===== config.mk =====
export PLATFORM = sky130hd
export DESIGN_NAME = safe_sequencer_flat
export DESIGN_NICKNAME = d
export VERILOG_FILES = /design/src/rtl/safe_pkg.sv /design/src/rtl/safe_if.sv /design/src/rtl/safe_lock_timer.sv /design/src/rtl/safe_sequencer.sv /design/src/flat_wrapper.sv
export SDC_FILE = /design/constraint.sdc
export NUM_CORES = 1
export LEC_CHECK = 0
export BUFFER_PORTS_ARGS = -buffer_cell sky130_fd_sc_hd__buf_4
export CORE_UTILIZATION = 45
export CTS_CLUSTER_DIAMETER = 100
export DETAILED_ROUTE_END_ITERATION = 10
export GPL_TIMING_DRIVEN = 0
export PLACE_DENSITY = 0.6
export SETUP_SLACK_MARGIN = 0.1
export SYNTH_ARGS = -nofsm -noshare
export SYNTH_HDL_FRONTEND = slang
export SYNTH_SLANG_ARGS = --single-unit

===== constraint.sdc =====
create_clock -name clk -period 3.2 [get_ports clk]
set_clock_uncertainty 0.05 [all_clocks]
set_input_delay 0 -clock clk [delete_from_list [all_inputs] [get_ports clk]]
set_output_delay 0 -clock clk [all_outputs]
set_load 0.02 [all_outputs]

===== src/rtl/safe_pkg.sv =====
// Shared types and constants for the keypad safe sequencer.
// State codes, key codes and the factory password digit.
package safe_pkg;

  typedef enum logic [2:0] {
    ST_LOCKED  = 3'd0,
    ST_ENTRY   = 3'd1,
    ST_OPEN    = 3'd2,
    ST_SET     = 3'd3,
    ST_LOCKOUT = 3'd4
  } state_e;

  localparam logic [3:0] KEY_STAR  = 4'd10;
  localparam logic [3:0] KEY_SHARP = 4'd11;
  localparam logic [3:0] DEF_DIGIT = 4'd0;

  function automatic logic is_digit(logic [3:0] k);
    return k <= 4'd9;
  endfunction

endpackage


===== src/rtl/safe_if.sv =====
// Keypad input and status output bundle of the safe sequencer.
// master drives keys, slave is the sequencer.
interface safe_if #(
  parameter int PW_LEN = 6
);
  logic              key_valid;
  logic [3:0]        key_code;
  logic              set_mode;
  logic [PW_LEN-1:0] digit_led;
  logic [2:0]        state;
  logic              unlocked;
  logic              alarm;

  modport master (
    output key_valid, key_code, set_mode,
    input  digit_led, state, unlocked, alarm
  );

  modport slave (
    input  key_valid, key_code, set_mode,
    output digit_led, state, unlocked, alarm
  );
endinterface


===== src/rtl/safe_lock_timer.sv =====
// Lockout down-counter: load, decrement while enabled,
// expiry pulse when enabled at zero.
module safe_lock_timer #(
  parameter int TW = 10
) (
  input  logic          clk,
  input  logic          reset_n,
  input  logic          load,
  input  logic          en,
  input  logic [TW-1:0] load_val,
  output logic          expired
);

  logic [TW-1:0] cnt_q, cnt_d;

  always_comb begin
    cnt_d = cnt_q;
    if (load)
      cnt_d = load_val;
    else if (en && cnt_q != '0)
      cnt_d = cnt_q - 1'b1;
  end

  assign expired = en && !load && (cnt_q == '0);

  always_ff @(posedge clk or negedge reset_n) begin
    if (!reset_n) cnt_q <= '0;
    else          cnt_q <= cnt_d;
  end

endmodule


===== src/rtl/safe_sequencer.sv =====
// Keypad safe: password entry, set-password mode and
// timed lockout after repeated wrong submissions.
module safe_sequencer
  import safe_pkg::*;
#(
  parameter int PW_LEN      = 6,
  parameter int MAX_FAIL    = 3,
  parameter int LOCK_CYCLES = 1000
) (
  input logic   clk,
  input logic   reset_n,
  safe_if.slave bus
);

  localparam int CW = $clog2(PW_LEN + 1);
  localparam int FW = $clog2(MAX_FAIL + 1);
  localparam int TW = (LOCK_CYCLES > 1) ? $clog2(LOCK_CYCLES) : 1;
  localparam int BW = 4 * PW_LEN;

  state_e            state_q, state_d;
  logic [CW-1:0]     cnt_q, cnt_d;
  logic [BW-1:0]     buf_q, buf_d;
  logic [BW-1:0]     pw_q, pw_d;
  logic [FW-1:0]     fail_q, fail_d, fail_inc;
  logic [PW_LEN-1:0] led_q, led_d;
  logic              unl_q, unl_d;
  logic              alm_q, alm_d;
  logic              tmr_load, tmr_en, tmr_exp;
  logic              dig, star, sharp, full;

  safe_lock_timer #(.TW(TW)) u_timer (
    .clk      (clk),
    .reset_n  (reset_n),
    .load     (tmr_load),
    .en       (tmr_en),
    .load_val (TW'(LOCK_CYCLES - 1)),
    .expired  (tmr_exp)
  );

  assign dig      = bus.key_valid && is_digit(bus.key_code);
  assign star     = bus.key_valid && (bus.key_code == KEY_STAR);
  assign sharp    = bus.key_valid && (bus.key_code == KEY_SHARP);
  assign full     = (cnt_q == CW'(PW_LEN));
  assign fail_inc = fail_q + 1'b1;
  assign tmr_en   = (state_q == ST_LOCKOUT);

  always_comb begin
    state_d  = state_q;
    cnt_d    = cnt_q;
    buf_d    = buf_q;
    pw_d     = pw_q;
    fail_d   = fail_q;
    tmr_load = 1'b0;
    // digits append in ENTRY/SET; dropped once the buffer is full
    if ((state_q == ST_ENTRY || state_q == ST_SET) && dig && !full) begin
      for (int i = 0; i < PW_LEN; i++)
        if (int'(cnt_q) == i) buf_d[4*i +: 4] = bus.key_code;
      cnt_d = cnt_q + 1'b1;
    end
    unique case (state_q)
      ST_LOCKED: begin
        if (dig) begin
          buf_d       = '0;
          buf_d[3:0]  = bus.key_code;
          cnt_d       = CW'(1);
          state_d     = ST_ENTRY;
        end
      end
      ST_ENTRY: begin
        if (star) begin
          buf_d   = '0;
          cnt_d   = '0;
          state_d = ST_LOCKED;
        end else if (sharp) begin
          buf_d = '0;
          cnt_d = '0;
          if (full && buf_q == pw_q) begin
            fail_d  = '0;
            state_d = ST_OPEN;
          end else begin
            fail_d = fail_inc;
            if (fail_inc == FW'(MAX_FAIL)) begin
              tmr_load = 1'b1;
              state_d  = ST_LOCKOUT;
            end else begin
              state_d  = ST_LOCKED;
            end
          end
        end
      end
      ST_OPEN: begin
        if (sharp) begin
          state_d = ST_LOCKED;
        end else if (star && bus.set_mode) begin
          buf_d   = '0;
          cnt_d   = '0;
          state_d = ST_SET;
        end
      end
      ST_SET: begin
        if (sharp || star) begin
          if (sharp && full) pw_d = buf_q;
          buf_d   = '0;
          cnt_d   = '0;
          state_d = ST_OPEN;
        end
      end
      ST_LOCKOUT: begin
        if (tmr_exp) begin
          fail_d  = '0;
          state_d = ST_LOCKED;
        end
      end
      default: state_d = ST_LOCKED;
    endcase
    for (int i = 0; i < PW_LEN; i++)
      led_d[i] = (int'(cnt_d) > i);
    unl_d = (state_d == ST_OPEN) || (state_d == ST_SET);
    alm_d = (state_d == ST_LOCKOUT);
  end

  always_ff @(posedge clk or negedge reset_n) begin
    if (!reset_n) begin
      state_q <= ST_LOCKED;
      cnt_q   <= '0;
      buf_q   <= '0;
      pw_q    <= {PW_LEN{DEF_DIGIT}};
      fail_q  <= '0;
      led_q   <= '0;
      unl_q   <= 1'b0;
      alm_q   <= 1'b0;
    end else begin
      state_q <= state_d;
      cnt_q   <= cnt_d;
      buf_q   <= buf_d;
      pw_q    <= pw_d;
      fail_q  <= fail_d;
      led_q   <= led_d;
      unl_q   <= unl_d;
      alm_q   <= alm_d;
    end
  end

  assign bus.state     = state_q;
  assign bus.digit_led = led_q;
  assign bus.unlocked  = unl_q;
  assign bus.alarm     = alm_q;

endmodule


===== src/flat_wrapper.sv =====
// flat-port wrapper written by rule: the top's interface ports become plain ports
module safe_sequencer_flat import safe_pkg::*;
#(
  parameter int PW_LEN      = 6,
  parameter int MAX_FAIL    = 3,
  parameter int LOCK_CYCLES = 1000
)
  (clk, reset_n, bus_key_valid, bus_key_code, bus_set_mode, bus_digit_led, bus_state, bus_unlocked, bus_alarm);
  safe_if #(.PW_LEN(PW_LEN)) bus_i ();
  input logic clk;
  input logic reset_n;
  input wire logic [$bits(bus_i.key_valid)-1:0] bus_key_valid;
  input wire logic [$bits(bus_i.key_code)-1:0] bus_key_code;
  input wire logic [$bits(bus_i.set_mode)-1:0] bus_set_mode;
  output wire logic [$bits(bus_i.digit_led)-1:0] bus_digit_led;
  output wire logic [$bits(bus_i.state)-1:0] bus_state;
  output wire logic [$bits(bus_i.unlocked)-1:0] bus_unlocked;
  output wire logic [$bits(bus_i.alarm)-1:0] bus_alarm;
  assign bus_i.key_valid = bus_key_valid;
  assign bus_i.key_code = bus_key_code;
  assign bus_i.set_mode = bus_set_mode;
  assign bus_digit_led = bus_i.digit_led;
  assign bus_state = bus_i.state;
  assign bus_unlocked = bus_i.unlocked;
  assign bus_alarm = bus_i.alarm;
  safe_sequencer #(.PW_LEN(PW_LEN), .MAX_FAIL(MAX_FAIL), .LOCK_CYCLES(LOCK_CYCLES)) u_core (.clk(clk), .reset_n(reset_n), .bus(bus_i));
endmodule

==> summary.md, run 1 <==
| Metric | Value |
|---|---|
| Clk root buf | clkbuf_8 |
| Clk sinks | 74 |
| Most frequent cells in the layout | dfrtp_1 (74), nand2_1 (32), nand3_1 (24), xnor2_1 (24), mux2_2 (24) |
| Met1 WL | about 3600 um |
| Die Height | between 90 and 100 um |
| Via count | around 2500 |
| Cell Area, Synth | between 3000 and 4000 um2 |
| Static leakage power | ~1.9 nW |
| Cells after synthesis | 320 |
| Leading cell type in the layout, fill and taps excluded | dfrtp_1 |
| Most area-consuming cells after synthesis | dfrtp_1 (53%), mux2_2 (7.7%), xnor2_1 (6.0%) |
| Fmax | roughly 0.38 GHz |
| Pwr Density | 717.3 nW/um2 |
| Worst vdd ir | around 430 uV |
| CP Max Fanout | 10 |
| DRT iter0 DRCs | 105 |
| GR Util All Layers | between 15 and 20% |
| Synth Warn # | 0 |
| Final-report hold violation count | 0 |
| Via/cell ratio | between 5 and 6 |
| Placer congestion estimate | approximately 0.8 |
| Fin area | between 4000 and 5000 um2 |
| Initial Utilization | a little under half |
| Ant. Diodes | 0 |
| Hold Buf Count CTS | 5 |
| Final min period | between 2 and 3 ns |
| Fin crit share | 82.58% |
| Total Power | between 2 and 3 mW |
| Clock Tree Buf Depth | 2 |
| Core region area | ~7400 um2 |
| Crit start category | register |
| Outcome | finished clean |
| Seq cells post-synth | 74 |
| Fraction of registers with async set/reset | 100.0% |
| Critical Path RT | 3.38 ns |
| Placed Cells | approximately 440 |
| Worst-Margin Slew | 0.9264 ns |
| Sequential area share after synthesis | between 50% and 60% |
| Dominant synthesized flop cell | dfrtp_1 |
| Largest area contributor in the synthesized netlist | dfrtp_1 |
| CP endpoint kind | register |
| WL met3 | slightly below 300 um |
| First-pass GRT wire length | 12460 um |
| Syn_area_per_cell | 10.96 um2 |
| Top Ports | 19 |
| Mapped Nets | approximately 340 |
| Area Growth Syn to Fin | 14.10% |
| DR DRC count | 0 |
| Count of different cell masters after synthesis | 40 |
| Worst-path clk slew | roughly 0.07 ns |
| Critical path arrival | ~2.8 ns |
| RSZ-0062 raised after global routing | no |
| Detailed Route WL | 7365 um |
| # Post-CTS Setup Buffers | 0 |
| CTS tree | done |
| Met2 WL | 3373 um |
| Buffers on Ports | 17 |
| Clock Latency Late Sink | ~0.34 ns |
| Slew HR | 38.24% |
| Placed cell areas | approximately 3800 um2 |
| Chip width | 90.27 um |
| Final TNS setup | 0 ns |
| Per-cell routed wire length | ~16 um |
| Cell Rows | 31 |
| Highest metal used | met4 |
| Hold WC Path Type | in -> reg |
| Antenna Nets Post-Route | 0 |
| Fill cells | 682 |
| Share of cells above drive strength 1 | 16.85% |
| Crit path kind | reg -> reg |
| Die area | just over 8000 um2 |
| Top cell type's share of synthesized area | a little over half |
| Post-synth EDFFs | 0 |
| Non-filler cells, final | 455 |
| Fin nets | 368 |
| Dpl ws | 0.5771 ns |
| Number of global-route vias before repair | around 2500 |
| Final setup viols | 0 |
| Resized Gates After CTS | 0 |
| Final worst setup slack | ~0.56 ns |
| Max-cap violation count | 0 |
| Htree depth | 3 |
| Largest net degree at the start of global routing | 75 |
| Hpwl dp | ~5000 um |
| Total gr overflow | 0 |
| Initial antenna violation count | 0 |
| DR pass1 iterations | 4 |
| CTS Buf Count | 9 |
| Max-slew violations | 0 |
[layout make-up]
cell class	instances	area, um2	area share, %
buffer	11	43.79	1.095
clock buffer	12	155.1	3.879
clock inverter	2	37.54	0.9384
inverter	10	37.54	0.9384
multi-input combinational	225	1573	39.32
sequential	74	1852	46.29
tap	99	123.9	3.097
timing repair buffer	22	177.7	4.442
[per-stage QoR]
stage          util [%]  hold WS [ns]
2_1_floorplan         -       -0.3456
3_3_place_gp      50.72        0.1493
3_5_place_dp      50.72        0.1538
4_1_cts           53.99       0.07831
5_1_grt           53.99        0.1100
6_report          53.99       0.09775
[power breakdown]
part | internal, mW | switching (mW) | total [mW]
Clock | 0.395 | 0.336 | 0.731
Sequential | 1.13 | 0.170 | 1.30
Combinational | 0.375 | 0.462 | 0.838
[cell families after synthesis]
group	share of synthesized area, %
fa+ha+maj	2.498
xor+xnor	7.994
flops	52.82
simple gates	15.99
mux	10.56
buf+inv	2.320
compound gates	7.816
[flip-flops by register name, summed over array words and instances, names as in the netlist]
name,count
u_core.bus.alarm,1
u_core.bus.state,3
u_core.cnt_q,3
u_core.bus.digit_led,6
u_core.fail_q,2
u_core.buf_q,24
u_core.u_timer.cnt_q,10
u_core.bus.unlocked,1
u_core.pw_q,24
[synthesized netlist by cell type (all sizes together), types with 2 or more instances]
| master | number |
|---|---|
| dfrtp | 74 |
| nand2 | 32 |
| mux2 | 24 |
| nand3 | 24 |
| xnor2 | 24 |
| a21oi | 16 |
| nor2 | 16 |
| inv | 10 |
| mux2i | 10 |
| nand4 | 10 |
| clkbuf | 9 |
| xor2 | 8 |
| ha | 7 |
| nor3 | 7 |
| o21ai | 7 |
| a22o | 5 |
| or4 | 4 |
| nor4 | 3 |
| a21o | 2 |
| a31oi | 2 |
| and4 | 2 |
| buf | 2 |
| nand2b | 2 |
| nor3b | 2 |
| o211ai | 2 |
| or2 | 2 |
| or3 | 2 |
[critical path, stage by stage, from the launching register on]
cell      delay, ns
dfrtp_1        0.41
inv_1          0.08
ha_1           0.21
clkbuf_1       0.21
nand2_1        0.16
or3_1          0.11
clkbuf_1       0.32
clkbuf_1       0.57
mux2_2         0.40
[routing by layer]
| layer | vias to the layer above | GRT usage (%) |
|---|---|---|
| met3 | 10 | 3.367 |
| met1 | 1218 | 27.27 |
| li1 | 1200 | - |
| met4 | 0 | 8.199 |
| met5 | - | 0 |
| met2 | 45 | 30.53 |
[final timing paths]
check,startpoint,to,slack (ns),cells past startpoint
worst max-delay path,u_core.cnt_q[0],u_core.pw_q[16],0.56,8
worst min-delay path,bus_set_mode,u_core.bus.state[0],0.1,4
worst max register to register,u_core.cnt_q[0],u_core.pw_q[16],0.56,8
worst min register to register,u_core.fail_q[1],u_core.fail_q[1],0.47,1
max in group asynchronous,reset_n,u_core.pw_q[17],2.22,2
min in group asynchronous,reset_n,u_core.u_timer.cnt_q[1],0.28,2
(Power assumes the default switching activity.)
==> run 2, diff against run 1 <==
Clock period 3.2 ns to 2.6 ns, I/O delays scaled along.
==> run 2 against run 1 <==
Against the previous run:
- hold slack lost 0.0012 ns
- wire length grew 0.60%
- power grew 23%
- register-to-register slack lost 0.34 ns
- die area is the same
- global-route usage is the same
- final area grew 0.53%
- via count grew 0.85%
- sequential power grew 23%
- largest power group unchanged
- flip-flop and latch count is the same
- setup slack lost 0.34 ns
==> summary.md, run 2 (synthesis results as in run 1) <==
| Metric | Value |
|---|---|
| Outcome | finished clean (unchanged) |
| Slew HR | 37.58% (was 38.24%) |
| Initial Utilization | 47.32% (unchanged) |
| Fin crit share | 91.78% (was 82.58%) |
| Clock Latency Late Sink | 0.34 ns (about the same) |
| Cell Rows | 31 (unchanged) |
| Static leakage power | 1.884 nW (was 1.871 nW) |
| Biggest regs | u_core.buf_q: 24 flops, u_core.pw_q: 24 flops, u_core.u_timer.cnt_q: 10 flops (unchanged) |
| Htree depth | 3 (unchanged) |
| Top delay family on crit path | compound AO/OA/AOI/OAI gates (was buffers and inverters) |
| Crit start category | register (unchanged) |
| Share of cells above drive strength 1 | 18.77% (was 16.85%) |
| Hold WC Path Type | in -> reg (unchanged) |
| Via count | 2494 (was 2473) |
| Buffers on Ports | 17 (unchanged) |
| Leading cell type in the layout, fill and taps excluded | dfrtp_1 (unchanged) |
| Number of global-route vias before repair | 2511 (was 2510) |
| CTS tree | done (unchanged) |
| Final-report hold violation count | 0 (unchanged) |
| FF-to-FF End | u_core.u_timer.cnt_q[4] (was u_core.pw_q[16]) |
| Hold slack final | 0.09650 ns (was 0.09775 ns) |
| Clk root buf | clkbuf_8 (unchanged) |
| DRT iter0 DRCs | 123 (was 105) |
| Top Ports | 19 (unchanged) |
| Total Power | 3.538 mW (was 2.869 mW) |
| Min-delay src | bus_set_mode (unchanged) |
| Clock Tree Buf Depth | 2 (unchanged) |
| Final setup viols | 0 (unchanged) |
| Worst r2r src | u_core.u_timer.cnt_q[3] (was u_core.cnt_q[0]) |
| Total gr overflow | 0 (unchanged) |
| Placer congestion estimate | 0.7789 (unchanged) |
| Chip width | 90.27 um (unchanged) |
| Cell depth of the worst setup path | 6 (was 8) |
| Crit-path cells | or4_1 > buf_2 > o41ai_2 > nor3_1 > xnor2_1 > a21oi_1 (was inv_1 > ha_1 > clkbuf_1 > nand2_1 > or3_1 > clkbuf_1 > clkbuf_1 > mux2_2) |
| Per-cell routed wire length | 16.25 um (was 16.19 um) |
| Slowest stage cell, crit path | o41ai_2 (was clkbuf_1) |
| Antenna Nets Post-Route | 0 (unchanged) |
| Critical path arrival | 2.55 ns (was 2.82 ns) |
| Crit-path max cell delay | 0.71 ns (was 0.57 ns) |
| Largest net degree at the start of global routing | 75 (unchanged) |
| Most frequent cells in the layout | dfrtp_1 (74), nand2_1 (32), nand3_1 (24), xnor2_1 (24), mux2_2 (24) (unchanged) |
| Reg2Reg Setup Slack | 0.21 ns (was 0.56 ns) |
| Final TNS setup | 0 ns (unchanged) |
| Via/cell ratio | 5.469 (was 5.435) |
| DR pass1 iterations | 4 (unchanged) |
| Worst-Margin Slew | 0.9363 ns (was 0.9264 ns) |
| Initial antenna violation count | 0 (unchanged) |
| Crit path capture | u_core.u_timer.cnt_q[4] (was u_core.pw_q[16]) |
| Area Growth Syn to Fin | 14.70% (was 14.10%) |
| Worst vdd ir | 530.6 uV (was 430.8 uV) |
| RSZ-0062 raised after global routing | yes (was no) |
| Clk sinks | 74 (unchanged) |
| Max-slew violations | 0 (unchanged) |
| GR Util All Layers | 19.64% (unchanged) |
| CP Max Fanout | 8 (was 10) |
| Fill cells | 678 (was 682) |
| Reg2Reg Depth | 6 (was 8) |
| Detailed Route WL | 7409 um (was 7365 um) |
| Worst-path clk slew | 0.07 ns (about the same) |
| DR DRC count | 0 (unchanged) |
| Max-cap violation count | 0 (unchanged) |
| Pwr Density | 879.9 nW/um2 (was 717.3 nW/um2) |
| CTS Buf Count | 9 (unchanged) |
| Worst path bufs/invs | 1 (was 4) |
| Ant. Diodes | 0 (unchanged) |
| First-pass GRT wire length | 12460 um (unchanged) |
| Die area | 8148 um2 (unchanged) |
| Die Height | 90.27 um (unchanged) |
| Hpwl dp | 5022 um (unchanged) |
| Crit path kind | reg -> reg (unchanged) |
| CP endpoint kind | register (unchanged) |
| Critical Path RT | 2.76 ns (was 3.38 ns) |
| Critical path startpoint | u_core.u_timer.cnt_q[3] (was u_core.cnt_q[0]) |
| Fin nets | 369 (was 368) |
| Final min period | 2.386 ns (was 2.642 ns) |
| Core region area | 7408 um2 (unchanged) |
| Fmax | 0.4191 GHz (was 0.3784 GHz) |
-- run 2: cell types whose count changed in the layout (fill, tap and decap cells not counted), sizes merged --
cell,delta
clkbuf,-2
buf,+3
-- run 2: per-stage QoR --
| step | cells | setup slack (ns) | util, % | instance area, um2 |
|---|---|---|---|---|
| final | 456 | 0.2137 | 54.28 | 4021 |
| after floorplan | 320 | 0.3505 | - | 3506 |
| after CTS | 455 | 0.1794 | 54.10 | 4008 |
| after global placement | 436 | 0.004451 | 50.72 | 3757 |
| after detailed placement | 436 | -0.02293 | 50.72 | 3757 |
| after global routing | 456 | 0.04085 | 54.28 | 4021 |
-- run 2: how the worst min path moves through the flow --
| stage | end | slack [ns] | cells after the start |
|---|---|---|---|
| after CTS | u_core.bus.state[0] | 0.08 | 4 |
| after global placement | u_core.u_timer.cnt_q[1] | 0.15 | 1 |
| after global routing | u_core.bus.state[0] | 0.11 | 4 |
| after floorplan | u_core.buf_q[0] | -0.35 | 0 |
| final | u_core.bus.state[0] | 0.1 | 4 |
| after detailed placement | u_core.u_timer.cnt_q[1] | 0.15 | 1 |
-- run 2: metal layers --
metal	up-vias	GRT usage [%]	wire length [um]
li1	1202	-	-
met1	1244	27.27	3690
met2	38	30.53	3394
met3	10	3.367	190
met4	0	8.199	134
met5	-	0	0
-- run 2: power by group --
group / switching (mW) / internal [mW] / leakage, nW / total (mW)
Combinational: 0.575 / 0.465 / 0.845 / 1.04
Clock: 0.412 / 0.486 / 0.0946 / 0.898
Sequential: 0.209 / 1.39 / 0.944 / 1.60
Total: 1.20 / 2.34 / 1.88 / 3.54
-- run 2: layout make-up --
cell class	instances	area, um2	area share [%]
Clock inverter	2	37.54	0.9334
Tap cell	99	123.9	3.080
Clock buffer	12	155.1	3.858
Timing Repair Buffer	23	185.2	4.605
Buffer	11	47.55	1.182
Multi-Input combinational cell	225	1583	39.36
Inverter	10	37.54	0.9334
Sequential cell	74	1852	46.05
-- run 2: worst register-to-register path, cell delays in order (launching register included) --
cell	delay (ns)
dfrtp_1	0.43
or4_1	0.52
buf_2	0.17
o41ai_2	0.71
nor3_1	0.12
xnor2_1	0.21
a21oi_1	0.06
-- run 2: repair_timing --
action                     CTS  global route
hold buffers                 5             0
buffers inserted             0             1
gates resized for setup      4             4
setup endpoints to repair   24            47
hold endpoints to repair    92             0
==> run 3, diff against run 2 <==
Settings changed: PLACE_DENSITY 0.6 to default, PLACE_DENSITY_LB_ADDON from default to 0.25.
==> run 3 against run 2 <==
Against the previous run:
- core utilization about the same
- clock power is 0.9% higher
- count of clock-buffer cells in the layout shrank 1
==> summary.md, run 3 (synthesis results as in run 1) <==
| Metric | Value |
|---|---|
| Per-cell routed wire length | 15.81 um (was 16.25 um) |
| Ant. Diodes | 0 (unchanged) |
| Worst r2r src | u_core.u_timer.cnt_q[3] (unchanged) |
| First-pass GRT wire length | 11890 um (was 12460 um) |
| GR Util All Layers | 18.85% (was 19.64%) |
| Initial Utilization | 47.32% (unchanged) |
| Outcome | finished clean (unchanged) |
| Static leakage power | 1.888 nW (was 1.884 nW) |
| Die area | 8148 um2 (unchanged) |
| Hpwl dp | 4925 um (was 5022 um) |
| Worst-path clk slew | 0.08 ns (was 0.07 ns) |
| Reg2Reg Setup Slack | 0.25 ns (was 0.21 ns) |
| Critical path startpoint | u_core.u_timer.cnt_q[3] (unchanged) |
| Cell Rows | 31 (unchanged) |
| Crit-path cells | or4_1 > buf_2 > o41a_1 > a211o_1 > nor3_1 > a22o_1 (was or4_1 > buf_2 > o41ai_2 > nor3_1 > xnor2_1 > a21oi_1) |
| Die Height | 90.27 um (unchanged) |
| DRT iter0 DRCs | 111 (was 123) |
| Clock Tree Buf Depth | 2 (unchanged) |
| Clk root buf | clkbuf_8 (unchanged) |
| Initial antenna violation count | 0 (unchanged) |
| Final setup viols | 0 (unchanged) |
| DR pass1 iterations | 4 (unchanged) |
| Worst vdd ir | 477.3 uV (was 530.6 uV) |
| Fin crit share | 90.30% (was 91.78%) |
| Max-slew violations | 0 (unchanged) |
| Core region area | 7408 um2 (unchanged) |
| Largest net degree at the start of global routing | 75 (unchanged) |
| Critical path arrival | 2.58 ns (was 2.55 ns) |
| CP Max Fanout | 7 (was 8) |
| Worst-Margin Slew | 0.9417 ns (was 0.9363 ns) |
| Biggest regs | u_core.buf_q: 24 flops, u_core.pw_q: 24 flops, u_core.u_timer.cnt_q: 10 flops (unchanged) |
| Reg2Reg Depth | 6 (unchanged) |
| Pwr Density | 881.2 nW/um2 (was 879.9 nW/um2) |
| RSZ-0062 raised after global routing | yes (unchanged) |
| Final TNS setup | 0 ns (unchanged) |
| Top Ports | 19 (unchanged) |
| CP endpoint kind | register (unchanged) |
| Total gr overflow | 0 (unchanged) |
| CTS Buf Count | 9 (unchanged) |
| Most frequent cells in the layout | dfrtp_1 (74), nand2_1 (32), nand3_1 (24), xnor2_1 (24), mux2_2 (24) (unchanged) |
| Hold WC Path Type | in -> reg (unchanged) |
| Fin nets | 368 (was 369) |
| CTS tree | done (unchanged) |
| Slew HR | 37.22% (was 37.58%) |
| Leading cell type in the layout, fill and taps excluded | dfrtp_1 (unchanged) |
| Crit start category | register (unchanged) |
| Antenna Nets Post-Route | 0 (unchanged) |
| Slowest stage cell, crit path | or4_1 (was o41ai_2) |
| Crit-path max cell delay | 0.52 ns (was 0.71 ns) |
| Buffers on Ports | 17 (unchanged) |
| Detailed Route WL | 7210 um (was 7409 um) |
| Placer congestion estimate | 0.8145 (was 0.7789) |
| Crit path kind | reg -> reg (unchanged) |
| # Post-CTS Setup Buffers | 0 (unchanged) |
| Crit path capture | u_core.fail_q[0] (was u_core.u_timer.cnt_q[4]) |
| Clk sinks | 74 (unchanged) |
| FF-to-FF End | u_core.fail_q[0] (was u_core.u_timer.cnt_q[4]) |
| Area Growth Syn to Fin | 14.78% (was 14.70%) |
| Share of cells above drive strength 1 | 19.05% (was 18.77%) |
| Htree depth | 3 (unchanged) |
| DR DRC count | 0 (unchanged) |
| Final-report hold violation count | 0 (unchanged) |
| Hold slack final | 0.09760 ns (was 0.09650 ns) |
| Via count | 2437 (was 2494) |
| Clock Latency Late Sink | 0.34 ns (about the same) |
| Fmax | 0.4259 GHz (was 0.4191 GHz) |
| Max-cap violation count | 0 (unchanged) |
| Final min period | 2.348 ns (was 2.386 ns) |
| Critical Path RT | 2.83 ns (was 2.76 ns) |
| Via/cell ratio | 5.344 (was 5.469) |
| Number of global-route vias before repair | 2381 (was 2511) |
| Chip width | 90.27 um (unchanged) |
run 3: changes by cell type in the layout (fill, tap and decap cells not counted):
cell      delta
buf_2        -2
clkinv_2     +1
buf_4        -1
clkbuf_2     +2
clkinv_4     +1
clkbuf_1     -1
run 3: layout make-up:
type / count / area [um2]
tap: 99 / 123.9
multi-input combinational: 225 / 1583
sequential: 74 / 1852
clock buffer: 11 / 151.4
clock inverter: 4 / 51.30
timing repair buffer: 22 / 177.7
fill: 646 / 3385
buffer: 11 / 47.55
inverter: 10 / 37.54
run 3: how the worst min path moves through the flow:
stage,startpoint,slack [ns],cells after the start,endpoint
finish,bus_set_mode,0.1,4,u_core.bus.state[0]
global placement,reset_n,0.15,1,u_core.u_timer.cnt_q[0]
detailed placement,reset_n,0.15,1,u_core.u_timer.cnt_q[1]
CTS,bus_set_mode,0.08,4,u_core.bus.state[0]
floorplan,reset_n,-0.35,0,u_core.buf_q[0]
global route,bus_set_mode,0.09,4,u_core.bus.state[0]
run 3: worst max-delay path, delay by kind of cell (launching register included):
kind / cells / cell delay, ns
flip-flops: 1 / 0.42
AND/OR/NAND/NOR: 2 / 0.67
buffers and inverters: 1 / 0.17
AO/OA/AOI/OAI: 3 / 0.98
run 3: report_power, final:
part           internal (mW)  leakage, nW  switching, mW
clock network          0.491        0.101          0.416
logic                  0.464        0.843          0.572
registers               1.39        0.944          0.212
total                   2.35         1.89           1.20
run 3: metal layers:
layer / GRT usage [%] / part of all wire (%)
met4: 6.048 / 0.85
met5: 0 / 0
met2: 29.01 / 47
met3: 4.040 / 2.3
met1: 26.63 / 50
run 3: per-stage QoR:
stage | utilization (%) | power [mW] | area, um2 | worst slack, ns | cells
CTS | 54.21 | 3.574 | 4016 | 0.1142 | 456
floorplan | - | 2.318 | 3506 | 0.3505 | 320
detailed placement | 50.72 | 2.646 | 3757 | 0.04757 | 436
global placement | 50.72 | 2.620 | 3757 | 0.02188 | 436
finish | 54.32 | 3.546 | 4024 | 0.2522 | 456
global route | 54.32 | 3.768 | 4024 | 0.05561 | 456
run 3: timing repair:
item,4_1_cts,5_1_grt
pin swaps,0,1
hold endpoints to repair,92,0
cloned,0,0
hold buffers,5,0
resized for setup,3,4
setup endpoints to repair,23,29
